`src/rtl/bus_arbiter_rr.sv`:
```
// Round-robin bus arbiter: issues a one-cycle grant, tracks begin/end of the
// owner's transaction and uses a watchdog to recover from stalled masters or slaves.
module bus_arbiter_rr #(
    parameter int unsigned NUM_REQ = 4,
    parameter int unsigned TIMEOUT = 255
) (
    input  logic                       clock,
    input  logic                       reset,
    input  logic [NUM_REQ-1:0]         request,
    output logic [NUM_REQ-1:0]         grant,
    input  logic                       beginTransactionIn,
    input  logic                       endTransactionIn,
    input  logic                       busErrorIn,
    output logic [$clog2(NUM_REQ)-1:0] busOwner,
    output logic                       busBusy,
    output logic                       endTransactionOut,
    output logic                       timeoutOut
);
    localparam int unsigned OWNER_W = $clog2(NUM_REQ);
    localparam int unsigned WD_W    = 16;
    localparam logic [WD_W-1:0]    WD_LAST   = WD_W'(TIMEOUT - 1);
    localparam logic [OWNER_W-1:0] PTR_RESET = OWNER_W'(NUM_REQ - 1);

    typedef enum logic [2:0] {
        IDLE,
        GRANT,
        WAIT_BEGIN,
        BUSY,
        FORCE_END
    } arbState;

    arbState            state;
    logic [OWNER_W-1:0] ptr;
    logic [WD_W-1:0]    watchdog;
    logic [WD_W-1:0]    watchdogNext;
    logic [OWNER_W-1:0] winner;
    logic               found;
    logic               wdExpired;
    logic               transferDone;

    // First set request bit searching upward from ptr+1, wrapping at NUM_REQ.
    always_comb begin
        winner = ptr;
        found  = 1'b0;
        for (int unsigned i = 1; i <= NUM_REQ; i++) begin
            if (!found && (|(request & (NUM_REQ'(1) << ((32'(ptr) + i) % NUM_REQ))))) begin
                winner = OWNER_W'((32'(ptr) + i) % NUM_REQ);
                found  = 1'b1;
            end
        end
    end

    // The watchdog saturates so a very long stall can never wrap back to zero.
    assign watchdogNext = (watchdog == '1) ? watchdog : watchdog + WD_W'(1);
    assign wdExpired    = (watchdog == WD_LAST);
    assign transferDone = endTransactionIn | busErrorIn;

    always_ff @(posedge clock or negedge reset) begin
        if (!reset) begin
            state             <= IDLE;
            grant             <= '0;
            busOwner          <= '0;
            busBusy           <= 1'b0;
            endTransactionOut <= 1'b0;
            timeoutOut        <= 1'b0;
            watchdog          <= '0;
            ptr               <= PTR_RESET;
        end else begin
            grant             <= '0;
            endTransactionOut <= 1'b0;
            timeoutOut        <= 1'b0;
            case (state)
                IDLE: begin
                    busBusy <= 1'b0;
                    if (found) begin
                        state    <= GRANT;
                        busOwner <= winner;
                        ptr      <= winner;
                        grant    <= NUM_REQ'(1) << winner;
                        busBusy  <= 1'b1;
                    end
                end
                GRANT: begin
                    state    <= WAIT_BEGIN;
                    watchdog <= '0;
                end
                WAIT_BEGIN: begin
                    watchdog <= watchdogNext;
                    if (beginTransactionIn) begin
                        state    <= BUSY;
                        watchdog <= '0;
                    end else if (transferDone) begin
                        state   <= IDLE;
                        busBusy <= 1'b0;
                    end else if (wdExpired) begin
                        // Master never started: nothing on the bus to terminate.
                        state      <= IDLE;
                        busBusy    <= 1'b0;
                        timeoutOut <= 1'b1;
                    end
                end
                BUSY: begin
                    watchdog <= watchdogNext;
                    if (transferDone) begin
                        state   <= IDLE;
                        busBusy <= 1'b0;
                    end else if (wdExpired) begin
                        state             <= FORCE_END;
                        endTransactionOut <= 1'b1;
                        timeoutOut        <= 1'b1;
                    end
                end
                FORCE_END: begin
                    state   <= IDLE;
                    busBusy <= 1'b0;
                end
                default: begin
                    state   <= IDLE;
                    busBusy <= 1'b0;
                end
            endcase
        end
    end
endmodule

```
`config.mk`:
```
export PLATFORM = sky130hd
export DESIGN_NAME = bus_arbiter_rr
export DESIGN_NICKNAME = d
export VERILOG_FILES = /design/src/rtl/bus_arbiter_rr.sv
export SDC_FILE = /design/constraint.sdc
export NUM_CORES = 1
export LEC_CHECK = 0
export ABC_AREA = 1
export CORE_AREA = 2 2 66 94
export CTS_BUF_LIST = sky130_fd_sc_hd__clkbuf_16
export CTS_CLUSTER_SIZE = 24
export DETAILED_ROUTE_END_ITERATION = 7
export DIE_AREA = 0 0 68 96
export HOLD_SLACK_MARGIN = 0.15
export MAX_ROUTING_LAYER = met4
export PLACE_DENSITY = 0.52
export RECOVER_POWER = 50
export SYNTH_ARGS = -nofsm -noshare
export SYNTH_HDL_FRONTEND = slang
export SYNTH_SLANG_ARGS = --single-unit
```
`constraint.sdc`:
```
create_clock -name clock -period 2.16 [get_ports clock]
set_clock_uncertainty 0.05 [all_clocks]
set_input_delay 0.432 -clock clock [delete_from_list [all_inputs] [get_ports clock]]
set_output_delay 0.432 -clock clock [all_outputs]
set_load 0.02 [all_outputs]
```
== After elaboration in Yosys (flattened, before gate mapping) ==
Index checks and enable logic that the tools add are counted.
Word-level totals
  bits in registers: 30
  input bits: 9
  output and inout port bits: 9
  word-level logic and storage cells: 81
Cells by class
  $add $sub $neg: 5
  eq/ne operators: 11
  shift operators: 5
  multiplexer cells: 31
  bitwise operators: 6
  reductions and logical operators: 15
Operators by type and width (count)
  case mux 16 bit (3 select lines): 1
  2-to-1 mux 16 bit: 2
  left shift 1 x 2 -> 4 bit (first input constant): 5
  2-to-1 mux 3 bit: 6
  adder 16 x 1 -> 16 bit (second input constant): 1
  bitwise AND 4 bit: 4
  == test 16 bit (second input constant): 1
  == test 16 x 8 -> 1 bit (second input constant): 1
  OR reduction 4 bit: 4
  2-to-1 mux 1 bit: 13
  case mux 3 bit (4 select lines): 1
  2-to-1 mux 2 bit: 4
  2-to-1 mux 4 bit: 2
  == test 3 x 2 -> 1 bit (second input constant): 2
  inequality test 2 bit (second input constant): 3
  inequality test 3 bit (second input constant): 2
  adder 2 x 1 -> 2 bit (second input constant): 2
  adder 2 bit (second input constant): 2
  inequality test 4 bit (second input constant): 1
  case mux 1 bit (4 select lines): 1
  AND reduction 4 bit: 1
  == test 3 x 1 -> 1 bit (second input constant): 1
  logical AND 1 bit: 3
  logical NOT 1 bit: 3
  other kinds (7): 7

== Longest topological paths before layout ==
  depth in word-level cells: 17
  mapped depth: 13
  mapped depth without buffers: 12

== Worst setup path after synthesis ==
OpenSTA, ideal clock, no wires.
  path kind: reg2reg
  start point: register ptr[0]
  end point: register busOwner[1]
  setup time: 0.118 ns
  data arrival time: 1.628 ns
  data required time: 1.992 ns
  path slack: 0.364 ns
  stages on the path, launching flop included: 12
  buffers on the path: 1
  period minus slack after synthesis: 1.796 ns
  path through: dfstp_2 -> inv_1 -> ha_1 -> nand2_1 -> nand2_1 -> nor2_1 -> buf_4 -> nand2_1 -> nand3_1 -> nand3_1 -> nand2_1 -> nand2_1
Between the ends
  cells in the longest elaborated chain, start to end: 15
  elaborated cells on any way between the ends: 31
  classes of those cells: add/sub: 4; shift: 4; mux: 8; bitwise: 4; reduce/logical: 11
Ends and longest elaborated chain
  start, declared: RTL line 33  | logic [OWNER_W-1:0] ptr;
  start signal, assigned: RTL line 78  | ptr <= winner;
  adder 2 x 1 -> 2 bit: RTL line 46, 47
  left shift 1 x 2 -> 4 bit: RTL line 46  | if (!found && (|(request & (NUM_REQ'(1) << ((32'(ptr) + i) % NUM_REQ))))) begin
  bitwise AND 4 bit: RTL line 46
  OR reduction 4 bit: RTL line 46
  2-to-1 mux 1 bit: RTL line 46
  logical NOT 1 bit: RTL line 46
  logical AND 1 bit: RTL line 46
  2-to-1 mux 1 bit: RTL line 46
  logical NOT 1 bit: RTL line 46
  logical AND 1 bit: RTL line 46
  2-to-1 mux 1 bit: RTL line 46
  logical NOT 1 bit: RTL line 46
  logical AND 1 bit: RTL line 46
  2-to-1 mux 1 bit: RTL line 46
  AND reduction 2 bit (no source line)
  end signal, assigned: RTL line 77  | busOwner <= winner;
  end, declared: RTL line 14  | output logic [$clog2(NUM_REQ)-1:0] busOwner,
Parallel ways exist; a longest one is shown, timed or not.
A chain may end at the register's enable or synchronous reset.

== Final worst setup path ==
  start point: register ptr[0]
  end point: register grant[3]
Between the ends
  cells in the longest elaborated chain, start to end: 17
  elaborated cells on any way between the ends: 33
  classes of those cells: add/sub: 4; shift: 5; mux: 10; bitwise: 4; reduce/logical: 10
Ends and longest elaborated chain
  adder 2 x 1 -> 2 bit: RTL line 46, 47
  left shift 1 x 2 -> 4 bit: RTL line 46
  bitwise AND 4 bit: RTL line 46
  OR reduction 4 bit: RTL line 46
  2-to-1 mux 1 bit: RTL line 46
  logical NOT 1 bit: RTL line 46
  logical AND 1 bit: RTL line 46
  2-to-1 mux 1 bit: RTL line 46
  logical NOT 1 bit: RTL line 46
  logical AND 1 bit: RTL line 46
  2-to-1 mux 1 bit: RTL line 46
  logical NOT 1 bit: RTL line 46
  logical AND 1 bit: RTL line 46
  2-to-1 mux 2 bit: RTL line 46
  left shift 1 x 2 -> 4 bit: RTL line 79  | grant <= NUM_REQ'(1) << winner;
  2-to-1 mux 4 bit (*): RTL line 75  | if (found) begin
  2-to-1 mux 4 bit (*): RTL line 72  | case (state)
  end signal, assigned: RTL line 79
  end, declared: RTL line 10  | output logic [NUM_REQ-1:0] grant,
Mark *: on every way between the ends. The rest lies on a longest branch, timed or not.

==> results by stage <==
Die:
- The area of the die is 6528 sq um.
- The floorplan step set the die width to 68 um.
- After floorplanning, the core was sized to cover about 5700 sq um.
- The starting utilization of the core area is between 30 and 40%.
- After floorplanning, the core was divided into 33 placement rows.
- In this run the count of I/O pins placed on the die edge is 18.
- The die boundary height is around 96 um.

Critical path:
- The arrival time of the worst setup path is 2.16 ns.
- The most numerous cell type found on the critical path is sky130_fd_sc_hd__nor2_1.
- The critical path required time is 2.32 ns.
- Counting cells, the worst reg-to-reg path comes to 11.
- The highest cell delay on the worst timing path is between 0.5 and 0.6 ns.
- STA classifies the critical path startpoint as a flop.
- The category of the most critical setup path is reg -> reg.
- The signal on the critical path passes through buf_4, ha_1, nand2_1, nand2_1, nor2_1, buf_4, nand3_1, nor2_1, nor2_1, nand2_1, nor2_1.
- Along the worst path, the maximum fanout reaches 11.
- The cell at the slowest stage of the critical path is sky130_fd_sc_hd__dfstp_2.
- The register-to-register setup slack is roughly 0.16 ns.
- The endpoint kind of the worst setup timing path is a flop.

Route:
- The routed wire length on met3 is around 90 um.
- The detail route stage leaves a number of antenna-violating nets equal to 0.
- The uppermost metal layer occupied by signal nets is met4.
- The detailed router placed around 2,000 vias in this run.
- The pre-antenna-repair detailed-routing pass consisted of 4 iterations.
- In the final routing, the length of wire on met1 measures between 2 and 2.5 mm.
- The per-cell via count in the routed design is 4.968.
- The post-route DRC violation count is 0.
- The routed wire length is around 5.2 mm.
- After detailed routing, the met2 layer carries around 2.9 mm of wire.
- After the first detailed-routing iteration, the DRC count stood at around 110.
- The detailed-route wire length per cell is 13.03 um.

Logic synthesis:
- The number of synthesized register bits is 30.
- Sorting the synthesized cells by area gives the leading types as sky130_fd_sc_hd__dfrtp_1, sky130_fd_sc_hd__nand2_1, sky130_fd_sc_hd__nand3_1.
- Synthesis produced a netlist whose cell count is 302.
- After synthesis, the mean cell area works out to around 7.0 sq um.
- The mapped netlist covers 2102 sq um.
- The library cell with the largest summed area after synthesis is sky130_fd_sc_hd__dfrtp_1.
- The number of nets in the synthesized netlist is approximately 320.
- Sequential elements use a little over a third of the synthesized area.
- The count of synthesis-stage warnings from yosys is 0.
- The number of distinct standard cells referenced by the synthesized netlist is 27.
- The share of synthesized area in the top cell type comes to about a third.

Clock tree:
- The quantity of gates resized following cts is 0.
- After clock tree synthesis, the setup repair step added 0 buffers.
- The buffer cell driving the clock tree root is sky130_fd_sc_hd__clkbuf_16.
- The clock transition time at the flip-flop clock pins of the worst setup and hold paths is ~0.05 ns.
- At the later pin of the worst-skew pair, clock insertion delay measures approximately 0.28 ns.
- The CTS sink count is 30.
- For this design, the CTS-stage hold fixing added 0 buffers.
- The longest clock path from root to sink contains 2 buffers.
- The number of clock buffers added by TritonCTS is 5.
- TritonCTS built the clock tree.
- CTS built an H-tree with a depth of 2.

Cells and area:
- The number of diodes is 0.
- The library cell used most frequently in the layout, excluding fill and tap cells, is sky130_fd_sc_hd__nand2_1.
- The net count reported at finish is 347.
- The sequential cells in the finished layout cover a total of about 750 sq um.
- The library cells used most frequently in the layout, excluding fill and tap cells, are sky130_fd_sc_hd__nand2_1, sky130_fd_sc_hd__nand3_1, sky130_fd_sc_hd__inv_1.
- From synthesis to final layout, the design area changed by 21.79%.
- The area of the multi-input gates is about 1200 sq um.
- The share of cells above drive strength 1 is between 10% and 20%.
- The core utilization of the finished layout is roughly 45%.
- The filler cell count in the final layout is 620.

GRT:
- The total global-route track usage is between 10% and 20%.
- The global route total overflow is 0.
- The first global-routing pass estimated 9.466 mm of wire.
- The via count of the first global-routing pass is approximately 2,100.
- The maximum number of pins on one net before global-route repair is 31.
- The initial antenna violation count came to 0.

Job:
- The max-cap violation count is 0.

Placed design:
- The routability congestion estimate from global placement is 0.8711.
- After legalization and detailed placement, the total HPWL measured 4.114 mm.
- Buffers placed on the I/O ports in this run total 17.

Pwr:
- Power spread over the standard cell area amounts to about 1200 nW/um^2.
- Across the VDD grid, the largest voltage drop is approximately 0.59 mV.
- The total power consumption of the routed design is between 3 and 4 mW.
- For this design the static power due to leakage is approximately 1.3 nW.

STA:
- The clock period could shrink to 1.999 ns.
- In this run the tightest slew margin relative to its limit is around 50%.
- The aggregate negative setup slack is 0 ns.
- The maximum operating frequency is 500.3 MHz.
- The count of final max-slew check failures is 0.
- The worst-margin pin slew is around 0.76 ns.
- Setup repair after global routing left no endpoint under its margin.
- In the finished design, the share of the clock period the worst path needs comes to between 90 and 100%.
- Setup violations remaining at the end of the flow were counted as 0.
- The final-report hold violation count is 0.

Run status:
- The run finished with clean final reports.

Worst hold path:
- The kind of path behind the tightest hold check is reg -> reg.
- The count of cells along the worst hold path is 2.
==> per-layer routing <==
layer  vias to the layer above  global-route usage (%)
met1                       930                   20.32
met4                         0                   8.667
met5                         -                       -
met3                        11                   2.222
li1                       1034                       -
met2                        22                   37.22
==> worst paths after layout <==
kind | from | end
hold / removal | busBusy | busBusy
setup / recovery | ptr[0] | grant[3]
max in group asynchronous | reset | grant[0]
min in group asynchronous | reset | watchdog[7]
hold reg to reg | busBusy | busBusy
setup reg to reg | ptr[0] | grant[3]
==> layout make-up <==
type                       instances  share of cell area (%)
timing repair buffer              24                   8.602
sequential                        30                   29.42
tap                               70                   3.421
inverter                          32                   4.692
multi-input combinational        238                   47.51
clock inverter                     3                   1.466
clock buffer                       5                   4.888
==> cells by family (layout without fill, tap and decap cells) <==
kind of cell               after synthesis  after routing  synth area share (%)
and+or+nand+nor                        208            208                 46.49
AOI/OAI and AO/OA                       18             18                 5.119
DFF                                     30             30                 35.83
adders and majority gates                7              7                 4.166
xor gates and xnor gates                 5              5                 2.084
buffers and inverters                   34             64                 6.309
==> registers in the layout (all words and copies together) (netlist names) <==
name	count
busBusy	1
state	3
watchdog	16
grant	4
busOwner	2
ptr	2
endTransactionOut	1
timeoutOut	1
==> critical path, delay by kind of cell (launching register included) <==
family	cells	cell delay (ns)
buffers and inverters	2	0.29
adders and majority gates	1	0.23
DFF	1	0.53
and+or+nand+nor	8	0.84
==> cells in the mapped netlist (all sizes together) <==
cell and n:
o211ai 1, xnor2 2, buf 2, nand3 40, a21oi 6, ha 7
nor2 37, o21ai 11, clkinv 1, inv 31, xor2 3, nand4 10
nor3 7, dfstp 2, nand2 114, dfrtp 28
==> where the power goes <==
part           internal, mW  leakage, nW  switching, mW
combinational         0.515        0.766          0.936
clock                 0.535       0.0864          0.243
sequential            0.710        0.399          0.108
total                  1.76         1.25           1.29
==> through the flow <==
step           setup WS [ns]  hold WS [ns]  cell area, sq um  std cells
4_1_cts               0.1705        0.4401              2562        402
5_1_grt              0.01002        0.4817              2560        402
3_5_place_dp         0.09621        0.4161              2400        394
6_report              0.1613        0.4335              2560        402
2_1_floorplan         0.3645       0.08641              2102        302
3_3_place_gp          0.1179        0.4198              2400        394
Power figures use the tool's default switching activity.
